**src/rtl/reorder_buffer.sv**
```systemverilog
// Reorder buffer: allocates in program order, accepts out-of-order CDB results, commits in order
// and flushes on branch mispredict. Define ROB_COMMIT_CNT_EN to add the rob_commit_cnt output.
module reorder_buffer #(
    parameter int ROB_SIZE_WIDTH = 3,
    parameter int XLEN           = 32
) (
    input  logic                      clk,
    input  logic                      rst,
    input  logic                      rdy,
    input  logic                      dec_ready,
    input  logic                      stall,
    input  logic                      dec_has_rd,
    input  logic [4:0]                dec_rd,
    input  logic                      dec_is_branch,
    input  logic                      dec_pred_taken,
    input  logic [XLEN-1:0]           dec_alt_pc,
    input  logic                      cdb_valid,
    input  logic [ROB_SIZE_WIDTH-1:0] cdb_id,
    input  logic [XLEN-1:0]           cdb_val,
    input  logic                      cdb_taken,
    output logic [ROB_SIZE_WIDTH-1:0] rob_head_id,
    output logic [ROB_SIZE_WIDTH-1:0] rob_tail_id,
    output logic                      rob_full,
    output logic                      rob_rf_enable,
    output logic [4:0]                rob_rf_rd,
    output logic [XLEN-1:0]           rob_rf_val,
    output logic                      flush,
    output logic [XLEN-1:0]           flush_pc
`ifdef ROB_COMMIT_CNT_EN
    ,
    output logic [31:0]               rob_commit_cnt
`endif
);

    localparam int unsigned DEPTH = 1 << ROB_SIZE_WIDTH;
    localparam logic [ROB_SIZE_WIDTH:0]   FULL_COUNT = (ROB_SIZE_WIDTH + 1)'(DEPTH);
    localparam logic [ROB_SIZE_WIDTH:0]   COUNT_ONE  = (ROB_SIZE_WIDTH + 1)'(1);
    localparam logic [ROB_SIZE_WIDTH-1:0] ID_ONE     = ROB_SIZE_WIDTH'(1);

    logic [ROB_SIZE_WIDTH-1:0] head;
    logic [ROB_SIZE_WIDTH-1:0] tail;
    logic [ROB_SIZE_WIDTH:0]   count;
    logic [DEPTH-1:0]          busy;
    logic [DEPTH-1:0]          ready;

    logic                has_rd_q     [DEPTH];
    logic [4:0]          rd_q         [DEPTH];
    logic                is_branch_q  [DEPTH];
    logic                pred_taken_q [DEPTH];
    logic [XLEN-1:0]     alt_pc_q     [DEPTH];
    logic [XLEN-1:0]     value_q      [DEPTH];
    logic                taken_q      [DEPTH];

    logic alloc;
    logic commit;
    logic mispredict;
    logic cdb_hit;

    assign rob_head_id = head;
    assign rob_tail_id = tail;
    assign rob_full    = (count == FULL_COUNT);

    // The flush cycle is dead time: nothing allocates, writes back or commits.
    always_comb begin
        alloc      = dec_ready && !stall && !rob_full && !flush;
        commit     = (count != '0) && ready[head] && !flush;
        mispredict = commit && is_branch_q[head] && (taken_q[head] != pred_taken_q[head]);
        cdb_hit    = cdb_valid && busy[cdb_id] && !flush;
    end

    always_ff @(posedge clk or posedge rst) begin
        if (rst) begin
            head          <= '0;
            tail          <= '0;
            count         <= '0;
            busy          <= '0;
            ready         <= '0;
            rob_rf_enable <= 1'b0;
            rob_rf_rd     <= '0;
            rob_rf_val    <= '0;
            flush         <= 1'b0;
            flush_pc      <= '0;
        end else if (rdy) begin
            if (flush) begin
                flush         <= 1'b0;
                rob_rf_enable <= 1'b0;
            end else if (mispredict) begin
                head          <= '0;
                tail          <= '0;
                count         <= '0;
                busy          <= '0;
                ready         <= '0;
                flush         <= 1'b1;
                flush_pc      <= alt_pc_q[head];
                rob_rf_enable <= 1'b0;
            end else begin
                rob_rf_enable <= commit && has_rd_q[head];
                if (cdb_hit) begin
                    ready[cdb_id] <= 1'b1;
                end
                if (alloc) begin
                    busy[tail]  <= 1'b1;
                    ready[tail] <= 1'b0;
                    tail        <= tail + ID_ONE;
                end
                // Commit clears last so a same-cycle CDB write to head cannot revive it.
                if (commit) begin
                    busy[head]  <= 1'b0;
                    ready[head] <= 1'b0;
                    head        <= head + ID_ONE;
                    rob_rf_rd   <= rd_q[head];
                    rob_rf_val  <= value_q[head];
                end
                case ({alloc, commit})
                    2'b10:   count <= count + COUNT_ONE;
                    2'b01:   count <= count - COUNT_ONE;
                    default: ;
                endcase
            end
        end
    end

    always_ff @(posedge clk) begin
        if (rdy && !mispredict) begin
            if (alloc) begin
                has_rd_q[tail]     <= dec_has_rd;
                rd_q[tail]         <= dec_rd;
                is_branch_q[tail]  <= dec_is_branch;
                pred_taken_q[tail] <= dec_pred_taken;
                alt_pc_q[tail]     <= dec_alt_pc;
            end
            if (cdb_hit) begin
                value_q[cdb_id] <= cdb_val;
                taken_q[cdb_id] <= cdb_taken;
            end
        end
    end

`ifdef ROB_COMMIT_CNT_EN
    always_ff @(posedge clk or posedge rst) begin
        if (rst) begin
            rob_commit_cnt <= '0;
        end else if (rdy && commit) begin
            rob_commit_cnt <= rob_commit_cnt + 32'd1;
        end
    end
`endif

endmodule
```
**config.mk**
```make
export PLATFORM = sky130hd
export DESIGN_NAME = reorder_buffer
export DESIGN_NICKNAME = d
export VERILOG_FILES = /design/src/rtl/reorder_buffer.sv
export SDC_FILE = /design/constraint.sdc
export NUM_CORES = 1
export LEC_CHECK = 0
export BUFFER_PORTS_ARGS = -buffer_cell sky130_fd_sc_hd__buf_2
export CAP_MARGIN = 15
export CORE_MARGIN = 2
export CORE_UTILIZATION = 50
export DETAILED_ROUTE_END_ITERATION = 12
export GPL_ROUTABILITY_DRIVEN = 0
export PLACE_DENSITY = 0.81
export SYNTH_ARGS = -nofsm -noshare
export SYNTH_HDL_FRONTEND = slang
export SYNTH_SLANG_ARGS = --single-unit
```
**constraint.sdc**
```tcl
create_clock -name clk -period 6.07 [get_ports clk]
set_input_delay 0.3035 -clock clk [delete_from_list [all_inputs] [get_ports clk]]
set_output_delay 0.3035 -clock clk [all_outputs]
set_load 0.03 [all_outputs]
```
==> flow_metrics.env <==
export IMPL_synth_avg_cell_area_um2=17.9
export IMPL_die_w_um=229
export IMPL_crit_path_start_kind="register"
export IMPL_clock_fmax_ghz=0.222
export IMPL_outcome="completed"
export IMPL_cp_max_fo=30
export IMPL_setup_viol=0
export IMPL_synth_cell_types=57
export IMPL_clockRootBuffer="clkbuf_16"
export IMPL_finalSetupTns_ns=0
export IMPL_antenna_found_initial=7
export IMPL_area_growth_pct=17.2
export IMPL_max_slew_margin_rel_pct=23.8
export IMPL_tritoncts="done"
export IMPL_switching_power_mw=4.01
export IMPL_grt_pass1_wl_um=92600
export IMPL_p_int_mw=8.78
export IMPL_synthCells=1416
export IMPL_cts_buffers=59
export IMPL_async_reset_ff_share_pct=14.2
export IMPL_synth_top_area_share_pct=69.3
export IMPL_final_cells=2375
export IMPL_clk_latency_ns=0.61
export IMPL_worst_ep_required_time_ns=6.33
export IMPL_fin_crit_ns=4.50
export IMPL_end_kind="register"
export IMPL_synthTopCellsByArea="edfxtp_1 69%, dfrtp_1 9.6%, a22oi_1 4.7%"
export IMPL_drive_above_1_share_pct=22.7
export IMPL_hp_class="primary input to register"
export IMPL_synthesis_nets=1502
export IMPL_synth_seq_cells=681
export IMPL_max_vdd_ir_drop_v=0.000326
export IMPL_maxCapViolations=0
export IMPL_dp_slack_ns=1.61
export IMPL_p_comb_share_pct=25.9
export IMPL_fp_dieH_um=229
export IMPL_avgViaCountPerCell=6.22
export IMPL_dp_hpwl_um=31500
export IMPL_arrival_ns=4.76
export IMPL_first_pass_iters=6
export IMPL_synth_top_area_cell="edfxtp_1"
export IMPL_rsz0062_at_grt="false"
export IMPL_p_sw_share_pct=31.3
export IMPL_wl_per_cell_um=26.0
export IMPL_rows=82
export IMPL_grt_max_degree=72
export IMPL_grt_usage_pct=23.2
export IMPL_powerDensity_nw_per_um2=431
export IMPL_syn_area_um2=25300
export IMPL_skew_ns=0.0303
export IMPL_wl_um=61700
export IMPL_place_inst=2184
export IMPL_ys_warn_count=0
export IMPL_finalPower_mw=12.8
export IMPL_seq_power_share_pct=44.5
export IMPL_io_buffers=159
export IMPL_dieArea_um2=52400
export IMPL_drc=0
export IMPL_timing_worst_setup_path_type="register to register"
export IMPL_start_util_pct=50.5
export IMPL_cts_setup_buffers=0
export IMPL_fin_nets=1734
export IMPL_fin_ws_ns=1.57
export IMPL_cts_sinks=681
export IMPL_htree_num_levels=2
export IMPL_drtAntennaViolNets=0
export IMPL_synth_ff_type="edfxtp_1"
export IMPL_overflow=0
export IMPL_synth_edff_count=584
export IMPL_drtIter0Drc=2120
export IMPL_drv_slew=0
export IMPL_io_pins=160
export IMPL_path_clk_slew_ns=0.06
export IMPL_clock_path_buffers=3
export IMPL_vias=14775
export IMPL_p_leak_nw=10.3
export IMPL_core_um2=50100
export IMPL_worst_pin_slew_ns=1.14
export IMPL_whs_ns=0.00915
export IMPL_fin_crit_sh_pct=74.1
export IMPL_grt_pass1_vias=15125
export IMPL_ys_seq_area_share_pct=78.9
export IMPL_pwr_share_clk_pct=29.6
export IMPL_hold_viol=0
## synth_stat cells (2+ instances only)
cell type,count
nand2_1,22
a31oi_1,5
xor2_1,3
clkbuf_1,54
dfrtp_1,97
buf_4,5
buf_8,3
edfxtp_1,584
or2_2,2
a22o_1,64
mux2i_1,9
buf_1,11
o32ai_1,2
nand3_1,67
nor3_1,18
mux2_2,35
a22oi_1,158
mux2_1,3
nand4_1,12
ha_1,4
nor4b_1,2
buf_2,11
xnor2_1,2
a21oi_1,19
nor2b_1,6
o21ai_0,9
or3_1,3
buf_6,3
nor4_1,5
and2_1,4
o211ai_1,2
inv_1,7
nor2_1,54
o22ai_1,6
nand2b_1,5
a221oi_1,62
mux2_4,38
## power by group through the flow
stage,Sequential [mW],Clock [mW],Combinational [mW]
3_5_place_dp,5.77,0,3.20
5_1_grt,5.73,3.97,3.53
6_report,5.69,3.79,3.31
4_1_cts,5.68,3.76,3.27
2_1_floorplan,6.10,0,1.85
3_3_place_gp,5.75,0,3.13
## per-stage QoR
stage,util [%],cell area (um^2)
2_1_floorplan,-,25300
3_3_place_gp,53.7,26900
3_5_place_dp,53.7,26900
4_1_cts,59.1,29600
5_1_grt,59.2,29600
6_report,59.2,29700
## routing by layer
layer | routed length, um | part of all wire, % | vias up | track usage, %
li1 | - | - | 6252 | -
met1 | 23800 | 38 | 7425 | 31.0
met2 | 30100 | 49 | 963 | 37.7
met3 | 6250 | 10 | 129 | 5.01
met4 | 1640 | 2.7 | 6 | 8.30
met5 | 41 | 0.066 | - | 0
## state kept, by name, summed over array words and instances (netlist names), 4 cells and up
register,cells
alt_pc_q,256
busy,8
count,4
flush_pc,32
has_rd_q,8
is_branch_q,8
pred_taken_q,8
rd_q,40
ready,8
rob_rf_rd,5
rob_rf_val,32
taken_q,8
value_q,256
## cells by family (layout without fill, tap and decap cells)
logic type               Yosys count  count (layout)  share of synthesized area (%)
buffers and inverters             94             377                           1.75
multiplexers                      86              86                           4.39
flip-flops                       681             681                           78.9
adder cells (fa/ha/maj)            4               4                          0.198
XOR/XNOR                           5               5                          0.173
other                              0               4                              0
AND/OR/NAND/NOR                  207             207                           4.04
AO/OA/AOI/OAI                    339             339                           10.5
## layout make-up
class                      instances  area (um^2)
fill                            3484        20400
sequential                       681        20000
multi-input combinational        641         5060
timing repair buffer             258         1790
clock buffer                      95         1780
tap                              672          841
clock inverter                    17          188
inverter                           7         28.8
antenna                            4         10.0
## timing repair
| action | in CTS | in global routing |
|---|---|---|
| endpoints found under the hold margin | 561 | 0 |
| hold buffers | 72 | 0 |
| gates resized for setup | 0 | 0 |
## cell usage in the layout, fill, tap and decap left out, types with 4 or more instances in the layout
master	synthesis	layout
nor2b_4	0	4
nand3_1	67	67
buf_4	5	22
mux2i_1	9	9
mux2_4	38	38
a221oi_1	62	62
inv_1	7	6
a22oi_1	158	158
mux2_2	35	35
edfxtp_1	584	584
dfrtp_1	97	97
nand2b_1	5	5
nand2_1	22	22
clkinv_2	0	7
diode_2	0	4
clkbuf_8	0	10
ha_1	4	4
nor2_4	1	9
buf_12	0	4
nor4_1	5	4
o21ai_0	9	9
clkbuf_16	0	62
dlygate4sd3_1	0	72
o22ai_1	6	6
nor3_1	18	10
nor3_2	0	8
buf_2	11	159
nand4_1	12	12
a21oi_1	19	19
a31oi_1	5	5
nor2_1	54	45
a22o_1	64	64
clkbuf_1	54	23
## critical path, cell delays in order, from the launching register on
cell	delay (ns)
dfrtp_1	1.01
mux2_4	0.36
a22o_1	0.26
a221oi_4	0.26
nor4_2	0.10
o21ai_4	0.43
nor2_2	0.33
nor3_2	0.91
buf_4	0.47
## path summary, 6_finish.rpt
path	from	end	slack, ns	cells after the start
min reg2reg	flush_pc[2]	flush_pc[2]	0.50	1
min in group asynchronous	rst	rob_rf_val[7]	0.24	3
min	cdb_val[7]	value_q[6][7]	0.009	1
max in group asynchronous	rst	flush_pc[1]	4.81	5
max	rob_head_id[1]	value_q[6][15]	1.57	8
max reg2reg	rob_head_id[1]	value_q[6][15]	1.57	8
Note: power is estimated with default switching activity, not from simulation.
